<file path="src/rtl/inst_fifo_if.sv">
// Handshake bundle between fetch (writer), issue (reader) and the instruction queue.
interface inst_fifo_if #(
    parameter int DW = 32,
    parameter int AW = 32
);
    logic          flush;
    logic          write_en1;
    logic          write_en2;
    logic [DW-1:0] write_inst1;
    logic [DW-1:0] write_inst2;
    logic [AW-1:0] write_pc1;
    logic [AW-1:0] write_pc2;
    logic          read_en1;
    logic          read_en2;
    logic [DW-1:0] read_inst1;
    logic [DW-1:0] read_inst2;
    logic [AW-1:0] read_pc1;
    logic [AW-1:0] read_pc2;
    logic          read_valid1;
    logic          read_valid2;
    logic          fifo_empty;
    logic          fifo_almost_empty;
    logic          fifo_full;

    // Queue side: takes writes and pop requests, presents head entries and status.
    modport slave (
        input  flush, write_en1, write_en2, write_inst1, write_inst2,
               write_pc1, write_pc2, read_en1, read_en2,
        output read_inst1, read_inst2, read_pc1, read_pc2,
               read_valid1, read_valid2, fifo_empty, fifo_almost_empty, fifo_full
    );

    // Pipeline side: fetch pushes, issue pops.
    modport master (
        output flush, write_en1, write_en2, write_inst1, write_inst2,
               write_pc1, write_pc2, read_en1, read_en2,
        input  read_inst1, read_inst2, read_pc1, read_pc2,
               read_valid1, read_valid2, fifo_empty, fifo_almost_empty, fifo_full
    );
endinterface

</file>
<file path="src/rtl/inst_fifo.sv">
// Dual-port instruction queue: up to two pushes and two pops per cycle,
// head and head+1 presented combinationally for master/slave issue.
module inst_fifo #(
    parameter int DEPTH = 16,
    parameter int DW    = 32,
    parameter int AW    = 32
) (
    input  logic         clk,
    input  logic         resetn,
    inst_fifo_if.slave   bus
);
    localparam int PW = $clog2(DEPTH);
    localparam int CW = PW + 1;
    localparam int EW = AW + DW;

    logic [PW-1:0] head_q, head_d;
    logic [PW-1:0] tail_q, tail_d;
    logic [CW-1:0] count_q, count_d;
    logic [EW-1:0] mem_q [DEPTH];

    logic          valid1_s;
    logic          valid2_s;
    logic          full_s;
    logic [PW-1:0] head_p1_s;
    logic [EW-1:0] entry1_s;
    logic [EW-1:0] entry2_s;
    logic [1:0]    pops_s;
    logic [1:0]    pushes_s;
    logic          wr0_en_s;
    logic          wr1_en_s;
    logic [PW-1:0] wr0_addr_s;
    logic [PW-1:0] wr1_addr_s;
    logic [EW-1:0] wr0_data_s;
    logic [EW-1:0] wr1_data_s;

    // Status decode of the registered occupancy and head-entry lookup.
    always_comb begin
        valid1_s  = (count_q != {CW{1'b0}});
        valid2_s  = (count_q >= CW'(2));
        full_s    = (count_q >= CW'(DEPTH - 1));
        head_p1_s = head_q + PW'(1);
        entry1_s  = mem_q[head_q];
        entry2_s  = mem_q[head_p1_s];
    end

    // Drive read ports; entries without a valid flag read as zero.
    always_comb begin
        bus.read_valid1       = valid1_s;
        bus.read_valid2       = valid2_s;
        bus.fifo_empty        = (count_q == {CW{1'b0}});
        bus.fifo_almost_empty = (count_q == CW'(1));
        bus.fifo_full         = full_s;
        if (valid1_s) begin
            bus.read_pc1   = entry1_s[EW-1:DW];
            bus.read_inst1 = entry1_s[DW-1:0];
        end else begin
            bus.read_pc1   = {AW{1'b0}};
            bus.read_inst1 = {DW{1'b0}};
        end
        if (valid2_s) begin
            bus.read_pc2   = entry2_s[EW-1:DW];
            bus.read_inst2 = entry2_s[DW-1:0];
        end else begin
            bus.read_pc2   = {AW{1'b0}};
            bus.read_inst2 = {DW{1'b0}};
        end
    end

    // Pop count: slave pop only rides along with a master pop, clipped to occupancy.
    always_comb begin
        pops_s = {1'b0, bus.read_en1 & valid1_s}
               + {1'b0, bus.read_en1 & bus.read_en2 & valid2_s};
    end

    // Compact the write slots onto tail/tail+1; drop everything when full or flushing.
    always_comb begin
        pushes_s   = 2'd0;
        wr0_en_s   = 1'b0;
        wr1_en_s   = 1'b0;
        wr0_addr_s = tail_q;
        wr1_addr_s = tail_q + PW'(1);
        wr0_data_s = {bus.write_pc1, bus.write_inst1};
        wr1_data_s = {bus.write_pc2, bus.write_inst2};
        if (!full_s && !bus.flush) begin
            case ({bus.write_en1, bus.write_en2})
                2'b11: begin
                    wr0_en_s = 1'b1;
                    wr1_en_s = 1'b1;
                    pushes_s = 2'd2;
                end
                2'b10: begin
                    wr0_en_s = 1'b1;
                    pushes_s = 2'd1;
                end
                2'b01: begin
                    wr0_en_s   = 1'b1;
                    wr0_data_s = {bus.write_pc2, bus.write_inst2};
                    pushes_s   = 2'd1;
                end
                default: begin
                    pushes_s = 2'd0;
                end
            endcase
        end else begin
            pushes_s = 2'd0;
        end
    end

    // Next pointer/occupancy state; flush wins over any traffic this cycle.
    always_comb begin
        head_d  = head_q;
        tail_d  = tail_q;
        count_d = count_q;
        if (bus.flush) begin
            head_d  = {PW{1'b0}};
            tail_d  = {PW{1'b0}};
            count_d = {CW{1'b0}};
        end else begin
            head_d  = head_q + PW'(pops_s);
            tail_d  = tail_q + PW'(pushes_s);
            count_d = count_q + CW'(pushes_s) - CW'(pops_s);
        end
    end

    // Pointer and occupancy registers.
    always_ff @(posedge clk or negedge resetn) begin
        if (!resetn) begin
            head_q  <= {PW{1'b0}};
            tail_q  <= {PW{1'b0}};
            count_q <= {CW{1'b0}};
        end else begin
            head_q  <= head_d;
            tail_q  <= tail_d;
            count_q <= count_d;
        end
    end

    // Entry storage; contents are only observed behind the valid flags, so no reset.
    always_ff @(posedge clk) begin
        if (wr0_en_s) begin
            mem_q[wr0_addr_s] <= wr0_data_s;
        end
        if (wr1_en_s) begin
            mem_q[wr1_addr_s] <= wr1_data_s;
        end
    end
endmodule

</file>
<file path="src/flat_wrapper.sv">
// flat-port wrapper written by rule: the top's interface ports become plain ports
module inst_fifo_flat 
#(
    parameter int DEPTH = 16,
    parameter int DW    = 32,
    parameter int AW    = 32
)
  (clk, resetn, bus_flush, bus_write_en1, bus_write_en2, bus_write_inst1, bus_write_inst2, bus_write_pc1, bus_write_pc2, bus_read_en1, bus_read_en2, bus_read_inst1, bus_read_inst2, bus_read_pc1, bus_read_pc2, bus_read_valid1, bus_read_valid2, bus_fifo_empty, bus_fifo_almost_empty, bus_fifo_full);
  inst_fifo_if #(.DW(DW), .AW(AW)) bus_i ();
  input  logic clk;
  input  logic resetn;
  input wire logic [$bits(bus_i.flush)-1:0] bus_flush;
  input wire logic [$bits(bus_i.write_en1)-1:0] bus_write_en1;
  input wire logic [$bits(bus_i.write_en2)-1:0] bus_write_en2;
  input wire logic [$bits(bus_i.write_inst1)-1:0] bus_write_inst1;
  input wire logic [$bits(bus_i.write_inst2)-1:0] bus_write_inst2;
  input wire logic [$bits(bus_i.write_pc1)-1:0] bus_write_pc1;
  input wire logic [$bits(bus_i.write_pc2)-1:0] bus_write_pc2;
  input wire logic [$bits(bus_i.read_en1)-1:0] bus_read_en1;
  input wire logic [$bits(bus_i.read_en2)-1:0] bus_read_en2;
  output wire logic [$bits(bus_i.read_inst1)-1:0] bus_read_inst1;
  output wire logic [$bits(bus_i.read_inst2)-1:0] bus_read_inst2;
  output wire logic [$bits(bus_i.read_pc1)-1:0] bus_read_pc1;
  output wire logic [$bits(bus_i.read_pc2)-1:0] bus_read_pc2;
  output wire logic [$bits(bus_i.read_valid1)-1:0] bus_read_valid1;
  output wire logic [$bits(bus_i.read_valid2)-1:0] bus_read_valid2;
  output wire logic [$bits(bus_i.fifo_empty)-1:0] bus_fifo_empty;
  output wire logic [$bits(bus_i.fifo_almost_empty)-1:0] bus_fifo_almost_empty;
  output wire logic [$bits(bus_i.fifo_full)-1:0] bus_fifo_full;
  assign bus_i.flush = bus_flush;
  assign bus_i.write_en1 = bus_write_en1;
  assign bus_i.write_en2 = bus_write_en2;
  assign bus_i.write_inst1 = bus_write_inst1;
  assign bus_i.write_inst2 = bus_write_inst2;
  assign bus_i.write_pc1 = bus_write_pc1;
  assign bus_i.write_pc2 = bus_write_pc2;
  assign bus_i.read_en1 = bus_read_en1;
  assign bus_i.read_en2 = bus_read_en2;
  assign bus_read_inst1 = bus_i.read_inst1;
  assign bus_read_inst2 = bus_i.read_inst2;
  assign bus_read_pc1 = bus_i.read_pc1;
  assign bus_read_pc2 = bus_i.read_pc2;
  assign bus_read_valid1 = bus_i.read_valid1;
  assign bus_read_valid2 = bus_i.read_valid2;
  assign bus_fifo_empty = bus_i.fifo_empty;
  assign bus_fifo_almost_empty = bus_i.fifo_almost_empty;
  assign bus_fifo_full = bus_i.fifo_full;
  inst_fifo #(.DEPTH(DEPTH), .DW(DW), .AW(AW)) u_core (.clk(clk), .resetn(resetn), .bus(bus_i));
endmodule
</file>
<file path="config.mk">
export PLATFORM = sky130hd
export DESIGN_NAME = inst_fifo_flat
export DESIGN_NICKNAME = d
export VERILOG_FILES = /design/src/rtl/inst_fifo_if.sv /design/src/rtl/inst_fifo.sv /design/src/flat_wrapper.sv
export SDC_FILE = /design/constraint.sdc
export NUM_CORES = 2
export LEC_CHECK = 0
export BUFFER_PORTS_ARGS = -buffer_cell sky130_fd_sc_hd__buf_2
export CORE_AREA = 5 5 242 479
export CTS_BUF_LIST = sky130_fd_sc_hd__clkbuf_8
export DETAILED_ROUTE_END_ITERATION = 6
export DIE_AREA = 0 0 247 484
export PLACE_DENSITY_LB_ADDON = 0.3
export RECOVER_POWER = 25
export SLEW_MARGIN = 10
export SYNTH_ARGS = -nofsm -noshare
export SYNTH_HDL_FRONTEND = slang
export SYNTH_SLANG_ARGS = --single-unit
</file>
<file path="constraint.sdc">
create_clock -name clk -period 9 [get_ports clk]
set_input_delay 0.9 -clock clk [delete_from_list [all_inputs] [get_ports clk]]
set_output_delay 0.9 -clock clk [all_outputs]
set_load 0.02 [all_outputs]
</file>
==> metrics.cfg <==
[outcome]
status = complete, but fails checks
violations = max-capacitance violations, max-slew violations

[floorplanning]
fp.dieH_um = 484
ios = 268
num_rows = 174
initial_core_util_pct = 54.3
die_w_um = 247
core-area_um2 = 112000
die_area_um2 = 120000

[detailed_routing]
firstDrtPassIters = 6
vias_per_cell = 7.05
route.detailed.drc = 0
drt_iter0_drc = 4087
wl_per_cell_um = 34.5
wirelength_um = 181000
num_vias = 37012
ant_nets = 0

[cts]
cts_tree = yes
cts_buffer_depth = 3
cts.sinks = 1037
h-tree-depth = 4
clk_latency_ns = 0.87
cts_root_buf = clkbuf_8
numCtsBuffers = 149
clk_pin_slew_ns = 0.07
cts_resized = 0

[critical_path]
crit_arrival_ns = 7.72
path_buf_inv = 2
reg2regPathDepth = 6
worstSetupStartpointType = flop
critical_path_required_ns = 9.60
worstSetupEndpointType = flop
cp_cell_sequence = nand2b_1 -> nor2_1 -> o21ai_0 -> clkbuf_1 -> buf_4 -> mux2_2
r2r-end = u_core.mem_q[8][51]$_DFFE_PP_
slowest_stage = o21ai_0
crit_family = compound AO/OA/AOI/OAI gates
rr_startpoint = u_core.tail_q[3]$_DFF_PN0_
critPathMaxFanout = 37
max_stage_delay_ns = 3.18
r2r_setup_slack_ns = 1.88
critical_path_class = reg2reg

[logic_synthesis]
ys_warn_count = 0
syn_inst = 3531
synth_top_family_by_area = multiplexers
synth_seq_area_share_pct = 51.1
muxShareOfSynthArea_pct = 42.2
avgSynthCellArea_um2 = 17.2
synth-xor-area-share_pct = 0.115
ys.flop_type = edfxtp_1
synth_adder_area_share_pct = 0.477
synth_edf_count = 1024
synth_compound_area_share_pct = 1.76
synth-seq-cells = 1037
async_flop_share_pct = 1.25
synth-simple-area-share_pct = 0.995
synth_fp_nets = 3688
syn_area_um2 = 60800
ys_types = 56

[timing]
hold_viol_final = 0
maxSlewHeadroom_pct = -205
drv_slew = 497
final.setup.tns_ns = 0
min_period_ns = 7.12
setup_viol = 0
finalCritPeriodShare_pct = 79.1
tightestPinTransition_ns = 4.58
rsz0062_at_grt = false
fin_skew_ns = 0.0320
max_freq_ghz = 0.140

[layout]
utilization_pct = 58.6
drive_gt1_share_pct = 51.2
fillers = 8538
synthToLayoutAreaGrowth_pct = 7.91
fin_nets = 3780

[pwr]
cellLeakagePower_nw = 20.4
ir_drop_mv = 0.465
powerDensity_nw_per_um2 = 272
power_mw = 17.9

[min_path]
hold-path-cell-count = 2
hp-start = bus_flush
hold_end = u_core.count_q[1]$_DFF_PN0_
worstHoldPathType = in2reg

[grt]
grt_max_degree = 145
antenna_found_initial = 32
grt_overflow = 0
grt_pass1_wl_um = 262000
grt_use_total_pct = 30.1
grt_pass1_vias = 39049

[placement]
io_buffers = 267
routabilityCongestion = 0.793
hpwl_um = 95700

[job]
drv_cap = 18

==> worst max path at each step <==
stage | start | endpoint | slack (ns) | depth (start not counted)
2_1_floorplan | bus_flush | u_core.mem_q[1][0]$_DFFE_PP_ | 0.70 | 4
3_3_place_gp | u_core.head_q[1]$_DFF_PN0_ | bus_read_pc2[28] | 4.09 | 6
3_5_place_dp | u_core.head_q[0]$_DFF_PN0_ | bus_read_pc2[28] | 4.05 | 6
4_1_cts | u_core.head_q[0]$_DFF_PN0_ | bus_read_pc2[28] | 3.09 | 6
5_1_grt | u_core.tail_q[3]$_DFF_PN0_ | u_core.mem_q[8][54]$_DFFE_PP_ | 1.81 | 6
6_report | u_core.tail_q[3]$_DFF_PN0_ | u_core.mem_q[8][51]$_DFFE_PP_ | 1.88 | 6
==> cell usage in the layout, fill, tap and decap left out, types with 8 or more instances in the layout <==
cell type,instances
clkbuf_1,17
o22ai_1,128
ha_1,19
a21oi_1,13
mux4_2,512
dfrtp_1,10
mux2_2,839
clkbuf_8,151
edfxtp_1,1024
buf_4,57
bufinv_16,9
inv_1,46
clkinvlp_4,11
mux2i_1,258
diode_2,22
buf_2,265
nor2_4,8
mux2_1,186
clkinv_2,19
nor2b_1,14
nor2_1,11
clkinv_1,33
==> kinds of logic (layout without fill, tap and decap cells) <==
kind of cell,count (synthesis),count (layout)
multiplexers,1795,1795
buffers and inverters,417,618
other,0,22
adder cells (fa/ha/maj),22,22
flip-flops,1037,1037
XOR/XNOR,8,8
AO/OA/AOI/OAI,167,167
AND/OR/NAND/NOR,85,85
==> layout make-up <==
cell class	count	area, um2	area share [%]
Antenna cell	22	55.1	0.0839
Clock buffer	151	2080	3.17
Clock inverter	109	728	1.11
Inverter	13	50.0	0.0762
Multi-Input combinational cell	2077	27900	42.4
Sequential cell	1037	31100	47.4
Tap cell	1496	1870	2.85
Timing Repair Buffer	345	1930	2.94
==> report_power, final <==
part | internal [mW] | switching (mW)
clock network | 1.83 | 1.88
logic | 3.82 | 4.62
registers | 5.52 | 0.184
total | 11.2 | 6.68
==> metal layers <==
metal / GRT usage [%] / wire [um] / vias up
met4: 11.0 / 7840 / 24
met5: 0 / 144 / -
met2: 49.8 / 89900 / 2107
li1: - / - / 14870
met3: 6.65 / 17800 / 512
met1: 39.3 / 65500 / 19499
==> synth_stat cells (all sizes together), types with 3 or more instances <==
library cell	n	area, um2
xnor2	4	35.0
mux4	512	11500
o22ai	130	813
o21ai	8	55.0
and2	4	25.0
mux2	1025	11500
ha	20	250
clkbuf	186	698
xor2	4	35.0
a31oi	3	18.8
nor4	4	25.0
nor2b	14	87.6
inv	13	51.3
edfxtp	1024	30700
a21oi	15	97.6
nand2	7	26.3
dfrtp	13	325
mux2i	258	2580
nor3	5	25.0
nand2b	7	43.8
a21o	3	22.5
nor2	25	221
buf	218	1320
==> state kept, by name, summed over array words and instances (netlist names) <==
name	flops
u_core.head_q	4
u_core.count_q	5
u_core.tail_q	4
u_core.mem_q	1024
==> metrics by stage <==
| step | area [um2] | cells | setup WS, ns | hold WS [ns] |
|---|---|---|---|---|
| floorplan | 60800 | 3531 | 0.703 | 0.560 |
| global placement | 62900 | 4967 | 4.09 | 0.650 |
| detailed placement | 62900 | 4967 | 4.05 | 0.650 |
| CTS | 65700 | 5228 | 3.09 | 0.422 |
| global route | 65600 | 5232 | 1.81 | 0.493 |
| finish | 65700 | 5250 | 1.88 | 0.525 |
==> what timing repair did <==
action | CTS | global route
hold endpoints to repair | 13 | 0
hold buffers | 1 | 0
buffers inserted | 0 | 0
(Power assumes the default switching activity.)
